`config.mk`:
```
export PLATFORM = sky130hd
export DESIGN_NAME = nbr_eval_ctrl
export DESIGN_NICKNAME = d
export VERILOG_FILES = /design/src/rtl/nbr_eval_ctrl.sv
export SDC_FILE = /design/constraint.sdc
export NUM_CORES = 1
export LEC_CHECK = 0
export CAP_MARGIN = 20
export CORE_AREA = 2 2 102 114
export CTS_CLUSTER_DIAMETER = 50
export CTS_CLUSTER_SIZE = 28
export DETAILED_ROUTE_END_ITERATION = 7
export DIE_AREA = 0 0 104 116
export PLACE_DENSITY = 0.82
export SLEW_MARGIN = 20
export SYNTH_ARGS = -nofsm -noshare
export SYNTH_HDL_FRONTEND = slang
export SYNTH_SLANG_ARGS = --single-unit
```
`constraint.sdc`:
```
create_clock -name CLK -period 3.1 [get_ports CLK]
set_clock_uncertainty 0.1 [all_clocks]
set_input_delay 0.31 -clock CLK [delete_from_list [all_inputs] [get_ports CLK]]
set_output_delay 0.31 -clock CLK [all_outputs]
set_load 0.05 [all_outputs]
```
`src/rtl/nbr_eval_ctrl.sv`:
```
// Challenge sequencer and response collector for the NBR32 bistable-ring PUF.
// Each challenge is evaluated NEVAL times, majority-voted into RESP, and advanced by a Galois LFSR.
module nbr_eval_ctrl #(
    parameter int unsigned NBITS         = 32,
    parameter int unsigned NEVAL         = 5,
    parameter int unsigned RST_CYCLES    = 4,
    parameter int unsigned SETTLE_CYCLES = 64
) (
    input  logic             CLK,
    input  logic             RESET,
    input  logic             START,
    input  logic [31:0]      SEED,
    output logic             BUSY,
    output logic             DONE,
    output logic [NBITS-1:0] RESP,
    output logic [15:0]      FLIPS,
    output logic             RING_RESET,
    output logic [31:0]      RING_C,
    input  logic             RING_OUT
);

    localparam int unsigned CNT_W  = 16;
    localparam int unsigned EVAL_W = 4;
    localparam int unsigned IDX_W  = 5;
    localparam logic [31:0] LFSR_MASK = 32'h8020_0003;

    typedef enum logic [2:0] {
        IDLE,
        RST,
        SETTLE,
        SAMPLE,
        NEXT,
        FIN
    } state_t;

    state_t              state;
    logic [CNT_W-1:0]    cnt;
    logic [EVAL_W-1:0]   eval_cnt;
    logic [EVAL_W-1:0]   ones;
    logic [IDX_W-1:0]    bit_idx;
    logic                sync_q1;
    logic                sync_q2;
    logic                vote_c;
    logic                split_c;

    function automatic logic [31:0] lfsr_step(input logic [31:0] c);
        return (c >> 1) ^ (c[0] ? LFSR_MASK : 32'h0000_0000);
    endfunction

    // Majority and non-unanimity of the votes collected for the current challenge
    assign vote_c  = (ones > EVAL_W'(NEVAL / 2));
    assign split_c = (ones != '0) && (ones != EVAL_W'(NEVAL));

    // Two-flop synchronizer on the asynchronous ring output
    always_ff @(posedge CLK) begin
        if (RESET) begin
            sync_q1 <= 1'b0;
            sync_q2 <= 1'b0;
        end else begin
            sync_q1 <= RING_OUT;
            sync_q2 <= sync_q1;
        end
    end

    // Sequencer: ring reset, settle, sample, vote, advance challenge
    always_ff @(posedge CLK) begin
        if (RESET) begin
            state      <= IDLE;
            BUSY       <= 1'b0;
            DONE       <= 1'b0;
            RESP       <= '0;
            FLIPS      <= '0;
            RING_RESET <= 1'b1;
            RING_C     <= '0;
            cnt        <= '0;
            eval_cnt   <= '0;
            ones       <= '0;
            bit_idx    <= '0;
        end else begin
            DONE <= 1'b0;
            case (state)
                IDLE: begin
                    RING_RESET <= 1'b1;
                    BUSY       <= 1'b0;
                    if (START) begin
                        RING_C   <= (SEED == 32'h0000_0000) ? 32'h0000_0001 : SEED;
                        RESP     <= '0;
                        FLIPS    <= '0;
                        eval_cnt <= '0;
                        ones     <= '0;
                        bit_idx  <= '0;
                        cnt      <= '0;
                        BUSY     <= 1'b1;
                        state    <= RST;
                    end
                end
                RST: begin
                    if (cnt == CNT_W'(RST_CYCLES - 1)) begin
                        cnt        <= '0;
                        RING_RESET <= 1'b0;
                        state      <= SETTLE;
                    end else begin
                        cnt <= cnt + CNT_W'(1);
                    end
                end
                SETTLE: begin
                    if (cnt == CNT_W'(SETTLE_CYCLES - 1)) begin
                        cnt   <= '0;
                        state <= SAMPLE;
                    end else begin
                        cnt <= cnt + CNT_W'(1);
                    end
                end
                SAMPLE: begin
                    ones       <= ones + {{(EVAL_W-1){1'b0}}, sync_q2};
                    RING_RESET <= 1'b1;
                    if (eval_cnt < EVAL_W'(NEVAL - 1)) begin
                        eval_cnt <= eval_cnt + EVAL_W'(1);
                        state    <= RST;
                    end else begin
                        state <= NEXT;
                    end
                end
                NEXT: begin
                    for (int unsigned i = 0; i < NBITS; i++) begin
                        if (bit_idx == IDX_W'(i)) begin
                            RESP[i] <= vote_c;
                        end
                    end
                    if (split_c && (FLIPS != 16'hFFFF)) begin
                        FLIPS <= FLIPS + 16'd1;
                    end
                    // Challenge moves while the ring is still held in reset
                    RING_C   <= lfsr_step(RING_C);
                    ones     <= '0;
                    eval_cnt <= '0;
                    if (bit_idx == IDX_W'(NBITS - 1)) begin
                        BUSY  <= 1'b0;
                        DONE  <= 1'b1;
                        state <= FIN;
                    end else begin
                        bit_idx <= bit_idx + IDX_W'(1);
                        state   <= RST;
                    end
                end
                FIN: begin
                    RING_RESET <= 1'b1;
                    BUSY       <= 1'b0;
                    state      <= IDLE;
                end
                default: begin
                    state <= IDLE;
                end
            endcase
        end
    end

endmodule
```
# ---- Word-level counts from Yosys, hierarchy flattened
# Cells that the tools add are included.
dict set report op_classes {
  n_reduce_logical 54
  mux 63
  n_eq_ne 78
  add_sub_neg 5
  n_lt_le_gt_ge 2
  bitwise 2
}
# cell n
set ops {}
lappend ops {{2-to-1 mux 32 bit} 4}
lappend ops {{case mux 32 bit (2 select lines)} 2}
lappend ops {{AND reduction 3 bit} 36}
lappend ops {{== test 5 bit, second input constant} 16}
lappend ops {{!= test 2 bit, second input constant} 38}
lappend ops {{2-to-1 mux 16 bit} 4}
lappend ops {{case mux 16 bit (3 select lines)} 1}
lappend ops {{== test 5 x 4 -> 1 bit, second input constant} 8}
lappend ops {{2-to-1 mux 1 bit} 36}
lappend ops {{adder 16 x 1 -> 16 bit, second input constant} 2}
lappend ops {{zero test 32 bit} 1}
lappend ops {{case mux 16 bit (2 select lines)} 1}
lappend ops {{XOR 31 x 32 -> 32 bit} 1}
lappend ops {{case mux 4 bit (3 select lines)} 2}
lappend ops {{== test 5 x 3 -> 1 bit, second input constant} 4}
lappend ops {{== test 16 x 2 -> 1 bit, second input constant} 1}
lappend ops {{== test 16 x 6 -> 1 bit, second input constant} 1}
lappend ops {{!= test 16 bit, second input constant} 1}
lappend ops {{2-to-1 mux 3 bit} 5}
lappend ops {{case mux 3 bit (5 select lines)} 1}
lappend ops {{== test 5 x 2 -> 1 bit, second input constant} 2}
lappend ops {{2-to-1 mux 5 bit} 2}
lappend ops {{case mux 5 bit (2 select lines)} 1}
lappend ops {{AND reduction 2 bit} 5}
lappend ops {{other kinds (22)} 29}
dict set report word_totals {
  regBits 117
  word_cells 248
  input_bits 36
}

# ---- Logic depth before layout (Yosys ltp)
# Gate-level depths: netlist (run 1).
dict set report logic_depth {
  ltp_word 5
  depth_mapped 9
  ltp_nobuf 7
}

# ---- Worst setup path before layout (run 1)
# No wires, ideal clock.
dict set report synth_timing {
  path_kind {reg2reg}
  start {register FLIPS[0]}
  end {register FLIPS[5]}
  t_arrival_ns 2.365
  path_buffers 2
  t_required_ns 2.929
  period_less_slack_ns 2.536
  setup_slack_ns 0.564
  path_stages_with_launch 9
  setup_ns 0.071
  path_cell_list {dfxtp_1 -> ha_1 -> and4_1 -> nand4_1 -> a21oi_1 -> clkbuf_1 -> clkbuf_1 -> o21ai_0 -> a21oi_1}
}
dict set report synth_via {
  elab_chain_cells 4
  word_cells_on_any_way 7
  classes_between {add/sub (1); eq/ne (2); mux (2); reduce/logical (2)}
}
# item line_no
set synth_rtl {}
lappend synth_rtl {{start, declared} 16} ;# output logic [15:0] FLIPS,
lappend synth_rtl {{start signal, assigned} 131} ;# FLIPS <= FLIPS + 16'd1;
lappend synth_rtl {{parallel branches: the longest is 4 deep, another holds adder 16 x 1 -> 16 bit} n/a}
# Parallel ways; which one is timed is not known. The select of a mux whose other input is x is not followed.
# A chain may end at the register's enable or synchronous reset.

# ---- Worst setup path after layout (run 1)
dict set report layout_timing {
  start {register state[2]}
  end {register RING_C[27]}
}
dict set report layout_via {
  elab_chain_cells 3
  word_cells_on_any_way 6
  classes_between {eq/ne (2); mux (1); reduce/logical (3)}
}
# item line_no
set layout_rtl {}
lappend layout_rtl {{start, declared} 36} ;# state_t state;
lappend layout_rtl {{start signal, assigned} 68} ;# state <= IDLE;
lappend layout_rtl {{start signal, assigned} 94} ;# state <= RST;
lappend layout_rtl {{start signal, assigned} 101} ;# state <= SETTLE;
lappend layout_rtl {{== test 3 bit / zero test 3 bit (equally long branches)} 81} ;# case (state)
lappend layout_rtl {{nonzero test 2 bit (no line) / != test 2 bit (equally long branches)} n/a}
lappend layout_rtl {{AND reduction 2 bit (no line)} n/a}
lappend layout_rtl {{end signal, assigned} 86} ;# RING_C <= (SEED == 32'h0000_0000) ? 32'h0000_0001 : SEED;
lappend layout_rtl {{end signal, assigned} 134} ;# RING_C <= lfsr_step(RING_C);
lappend layout_rtl {{end, declared} 18} ;# output logic [31:0] RING_C,
# Parallel ways exist; a longest one is shown, timed or not.

==> flow_summary.yaml, run 1 <==
timing:
  setup_viol: 0
  rsz0062_at_grt: "false"
  period_share_pct: 87.71
  fmax_ghz: 0.3678
  slew_viol_final: 0
  hold_violations: 0
  worstMarginPinSlew_ps: 860.8
  relSlewSlack_pct: 42.61
  fin_crit_ps: 2719
  tns_ps: 0
place:
  placedCellCount: 849
  port_buffers: 118
  hpwlAfterDp_um: 9924
  gp_congestion: 0.8370
synthesis:
  ys_types: 55
  ys_top_cells_by_count: "dfxtp_1, nor2_1, a21oi_1"
  synth_seq_cells: 117
  synth.top_cell.area_share_pct: 43.79
  synth.most_common_cell: "dfxtp_1"
  yosysWarnings: 0
  synth_edf_count: 0
  synth_area_leaders: "dfxtp_1, a21oi_1, mux2i_1"
  async_flop_share_pct: 0
  syn-num-nets: 667
  syn_inst: 620
  synth.avg_cell_area_um2: 8.627
  synth_seq_area_share_pct: 43.79
  netlist_area_um2: 5349
  synth_ff_type: "dfxtp_1"
  synth_area_leader_cell: "dfxtp_1"
detailed_routing:
  wl_per_cell_um: 16.49
  vias: 5169
  drt-initial-drc-count: 465
  ant_nets: 0
  firstDrtPassIters: 6
  vias_per_cell: 5.867
  drc_errors: 0
  wl_um: 14530
cells_and_area:
  insertedDiodeCount: 0
  syn2layout_area_growth_pct: 34.95
  multiInputGateArea_um2: 2820
  regArea_um2: 2342
  fillCellCount: 869
  fin_nets: 768
  drive_above_1_share_pct: 6.812
  fin_cells: 881
job:
  maxCapViolCount: 0
worst_setup_path:
  end_kind: "register"
  r2r_cells: 6
  reg2reg_slack_ps: 380
  cp-start-kind: "register"
  path_max_fanout: 47
  reg2reg_from: "state[2]"
  crit_type: "reg2reg"
  cp_slowest_stage_delay_ps: 600
  critPathBufInv: 2
  critPathRequiredTime_ps: 3340
  critical-path-top-delay-family: "compound AO/OA/AOI/OAI gates"
  cp-startpoint: "state[2]"
  crit_path_top_delay_cell: "o21a_1"
  crit_arrival_ps: 2960
  crit_chain: "buf_4 -> nor4b_2 -> buf_4 -> o21a_1 -> a222oi_1 -> nor2_1"
  worstReg2RegEnd: "RING_C[27]"
  cp_common_cell: "buf_4"
min_path:
  min-delay-start: "RESET"
  hold_path_depth: 2
  hold_class: "in2reg"
  hold_end: "cnt[1]"
clock_network:
  path_clk_slew_ps: 60
  cts_buffers: 17
  postCtsResizedCells: 0
  clockBufferDepth: 2
  cts_num_sinks: 117
  cts_tree: "done"
  postCtsHoldBufs: 0
  clk_latency_ps: 410
  htree_num_levels: 4
  root_buffer: "clkbuf_16"
  post-cts-setup-buffers: 0
power:
  power_density_nw_per_um2: 565.1
  leakage_uw: 0.002718
  ir_worst_vdd_v: 0.0003762
  power.internal_uw: 3051
  seqPwrFrac_pct: 38.8
  p_comb_share_pct: 12.5
  p_sw_uw: 1028
  swShare_pct: 25.19
  total_power_uw: 4079
  clkPwrFrac_pct: 48.7
floorplan:
  core-area_um2: 10810
  initial_utilization_pct: 49.48
  rows: 40
  die_h_um: 116
  die_w_um: 104
  dieArea_um2: 12060
  num_io_pins: 119
global_routing:
  grt_pass1_wl_um: 23560
  antenna_found_initial: 0
  grt_max_degree: 57
  first_global_vias: 4870
  grt_use_total_pct: 23.93
  grt_overflow: 0
outcome:
  status: "complete, no violations"
==> registers in the layout (all words and copies together) (netlist names) <==
signal and cells:
ones 4, FLIPS 16, cnt 16, bit_idx 5, DONE 1, RING_RESET 1, state 3, sync_q2 1
sync_q1 1, RESP 32, eval_cnt 4, RING_C 32, BUSY 1
==> logic make-up after synthesis <==
| family | count (synthesis) | share of synthesized area [%] |
|---|---|---|
| buffers and inverters | 50 | 3.836 |
| XOR/XNOR | 13 | 2.129 |
| AO/OA/AOI/OAI | 160 | 19.39 |
| multiplexers | 33 | 6.175 |
| AND/OR/NAND/NOR | 236 | 22.11 |
| flip-flops | 117 | 43.79 |
| adder cells (fa/ha/maj) | 11 | 2.573 |
==> power groups by stage <==
stage          clock network [uW]  logic, uW  registers [uW]
3_3_place_gp                    0        495            1610
6_report                     1990        511            1580
3_5_place_dp                    0        507            1610
2_1_floorplan                   0        227            1720
4_1_cts                      2000        509            1580
5_1_grt                      2070        545            1580
==> per-stage QoR <==
step | hold slack [ps] | util, % | cell area (um^2) | setup WS [ps]
2_1_floorplan | 313.8 | - | 5349 | 564.0
3_3_place_gp | 334.0 | 61.09 | 6604 | 287.0
3_5_place_dp | 332.0 | 61.13 | 6609 | 100.3
4_1_cts | 311.8 | 66.77 | 7218 | 380.5
5_1_grt | 351.4 | 66.77 | 7218 | 139.2
6_report | 329.3 | 66.77 | 7218 | 381.0
==> final cells by class <==
type | instances | area share, %
clock buffers | 26 | 7.194
clock inverters | 6 | 1.248
inverters | 5 | 0.2600
multi-input cells | 453 | 39.07
flip-flops and latches | 117 | 32.45
well taps | 147 | 2.548
repair buffers | 127 | 17.23
==> layout by cell type, fill, tap and decap left out, types with 6 or more instances in the layout <==
master             n
a21oi_1           72
a222oi_1          17
a22oi_1           14
a31oi_1           16
and3_1            12
buf_4              9
clkbuf_16         17
clkbuf_8           6
clkdlybuf4s50_1  117
dfxtp_1          117
ha_1              11
mux2i_1           33
nand2_1           41
nand2b_1           6
nand3_1           15
nand4_1           10
nor2_1            85
nor2b_1            7
nor3_1            12
nor4_1            11
o21ai_0           14
or3_1              8
xor2_1             9
==> worst max path at each step <==
stage            endpoint  slack [ps]  depth (start not counted)
2_1_floorplan    FLIPS[5]         560                          8
3_3_place_gp   RING_C[14]         290                          6
3_5_place_dp   RING_C[29]         100                          6
4_1_cts        RING_C[27]         380                          6
5_1_grt          FLIPS[5]         140                          7
6_report       RING_C[27]         380                          6
==> metal layers <==
layer / up-vias / GRT usage, % / share of wire (%)
met5: - / 0 / 0
met4: 0 / 9.820 / 2.0
met3: 30 / 5.456 / 5.3
met2: 201 / 42.59 / 51
met1: 2460 / 28.13 / 42
li1: 2478 / - / -
Note: power is estimated with default switching activity, not from simulation.
==> inputs of run 2 (changes only) <==
- CELL_PAD_IN_SITES_DETAIL_PLACEMENT: default -> 1
- CELL_PAD_IN_SITES_GLOBAL_PLACEMENT: default -> 2
- CORE_AREA: 2 2 102 114 -> 2 2 131 146
- DIE_AREA: 0 0 104 116 -> 0 0 133 148
- PLACE_DENSITY: 0.82 -> 0.83
- SLEW_MARGIN: 20 -> 5
==> run 2 against run 1 <==
Net effect: critical path depth stayed put; clock power is essentially flat; critical endpoint is now cnt[9]; sequential share of layout area decreased by 0.55 points; maximum frequency grew 4.7%; largest power group unchanged; critical path type unchanged; register-to-register slack improved by 120 ps; total power grew 0.57%.
==> flow_summary.yaml, run 2 (synthesis results as in run 1) <==
outcome:
  status: "complete, no violations"
clock_network:
  postCtsResizedCells: 0
  cts_tree: "done"
  path_clk_slew_ps: 50
  clk_latency_ps: 410
  cts_buffers: 17
  clockBufferDepth: 2
  post-cts-setup-buffers: 0
  postCtsHoldBufs: 0
  cts_num_sinks: 117
  htree_num_levels: 4
  root_buffer: "clkbuf_16"
detailed_routing:
  vias: 5141
  vias_per_cell: 5.251
  met1_length_um: 7186
  ant_nets: 0
  drc_errors: 0
  met3WireLength_um: 684
  firstDrtPassIters: 5
  routed.top_layer: "met4"
  wl_um: 16370
  wl_met2_um: 8381
  drt-initial-drc-count: 343
  wl_per_cell_um: 16.72
timing:
  rsz0062_at_grt: "false"
  fmax_ghz: 0.3850
  setup_viol: 0
  tns_ps: 0
  relSlewSlack_pct: 54.03
  slew_viol_final: 0
  period_share_pct: 83.80
  setup_ws_ps: 502.3
  worstMarginPinSlew_ps: 684.3
  hold_violations: 0
  fin_crit_ps: 2598
floorplan:
  rows: 52
  num_io_pins: 119
  initial_utilization_pct: 29.47
  die_w_um: 133
  dieArea_um2: 19680
  core-area_um2: 18150
  die_h_um: 148
cells_and_area:
  drive_above_1_share_pct: 7.065
  postLayoutCellArea_um2: 7342
  syn2layout_area_growth_pct: 37.26
  insertedDiodeCount: 0
  fillCellCount: 2102
  fin_nets: 770
  fin_cells: 979
  final_cell_mix: "dfxtp_1, clkdlybuf4s50_1, nor2_1"
  top_regs: "RESP: 32 flops, RING_C: 32 flops"
min_path:
  hold_class: "in2reg"
  hold_path_depth: 2
place:
  port_buffers: 118
  hpwlAfterDp_um: 11640
  gp_congestion: 0.8067
  dpl_cell_area_um2: 6739
  pre_cts_ws_ps: 460.1
  placedCellCount: 947
worst_setup_path:
  r2r_cells: 6
  critPathRequiredTime_ps: 3300
  path_max_fanout: 24
  reg2reg_slack_ps: 500
  crit_arrival_ps: 2790
  cp-startpoint: "cnt[0]"
  cp-start-kind: "register"
  reg2reg_from: "cnt[0]"
  crit_type: "reg2reg"
  end_kind: "register"
  worstReg2RegEnd: "cnt[9]"
  endpoint: "cnt[9]"
power:
  power_density_nw_per_um2: 558.8
  leakage_uw: 0.002723
  total_power_uw: 4102
  ir_worst_vdd_v: 0.0002870
global_routing:
  grt_max_degree: 64
  grt_use_total_pct: 16.92
  first_global_vias: 5268
  grt_pass1_wl_um: 26920
  grt_overflow: 0
  antenna_found_initial: 0
job:
  maxCapViolCount: 0
## run 2: worst min path at each step
| stage | from | end |
|---|---|---|
| 6_report | RESET | RESP[31] |
| 4_1_cts | RESET | RESP[29] |
| 5_1_grt | RESET | bit_idx[4] |
| 2_1_floorplan | sync_q1 | sync_q2 |
| 3_5_place_dp | sync_q1 | sync_q2 |
| 3_3_place_gp | sync_q1 | sync_q2 |
## run 2: metal layers
metal	track usage, %	vias up
met5	0	-
met2	29.84	106
met1	20.00	2538
met3	4.527	8
met4	5.323	0
li1	-	2489
## run 2: per-stage QoR
step | utilization, % | hold slack [ps]
floorplan | - | 313.8
global placement | 37.12 | 328.4
detailed placement | 37.12 | 333.5
CTS | 40.45 | 284.4
global route | 40.45 | 301.5
finish | 40.45 | 283.2
## run 2: worst max-delay path, stage by stage, from the launching register on
cell,delay [ps]
dfxtp_1,390
ha_1,260
or4b_1,460
or4_4,450
a32o_2,440
a21o_1,210
a22o_1,170
## run 2: where the power goes
part | total [uW] | switching [uW] | internal, uW
clock | 2000 | 681 | 1320
combinational | 518 | 323 | 195
sequential | 1580 | 36.8 | 1550
total | 4100 | 1040 | 3060
## run 2: final cells by class
class	count	area, um^2	share of cell area (%)
Multi-Input combinational cell	453	2815	38.34
Sequential cell	117	2342	31.90
Timing Repair Buffer	129	1259	17.14
Clock buffer	23	478.0	6.510
Tap cell	243	304.0	4.141
Clock inverter	9	125.1	1.704
Inverter	5	18.77	0.2556
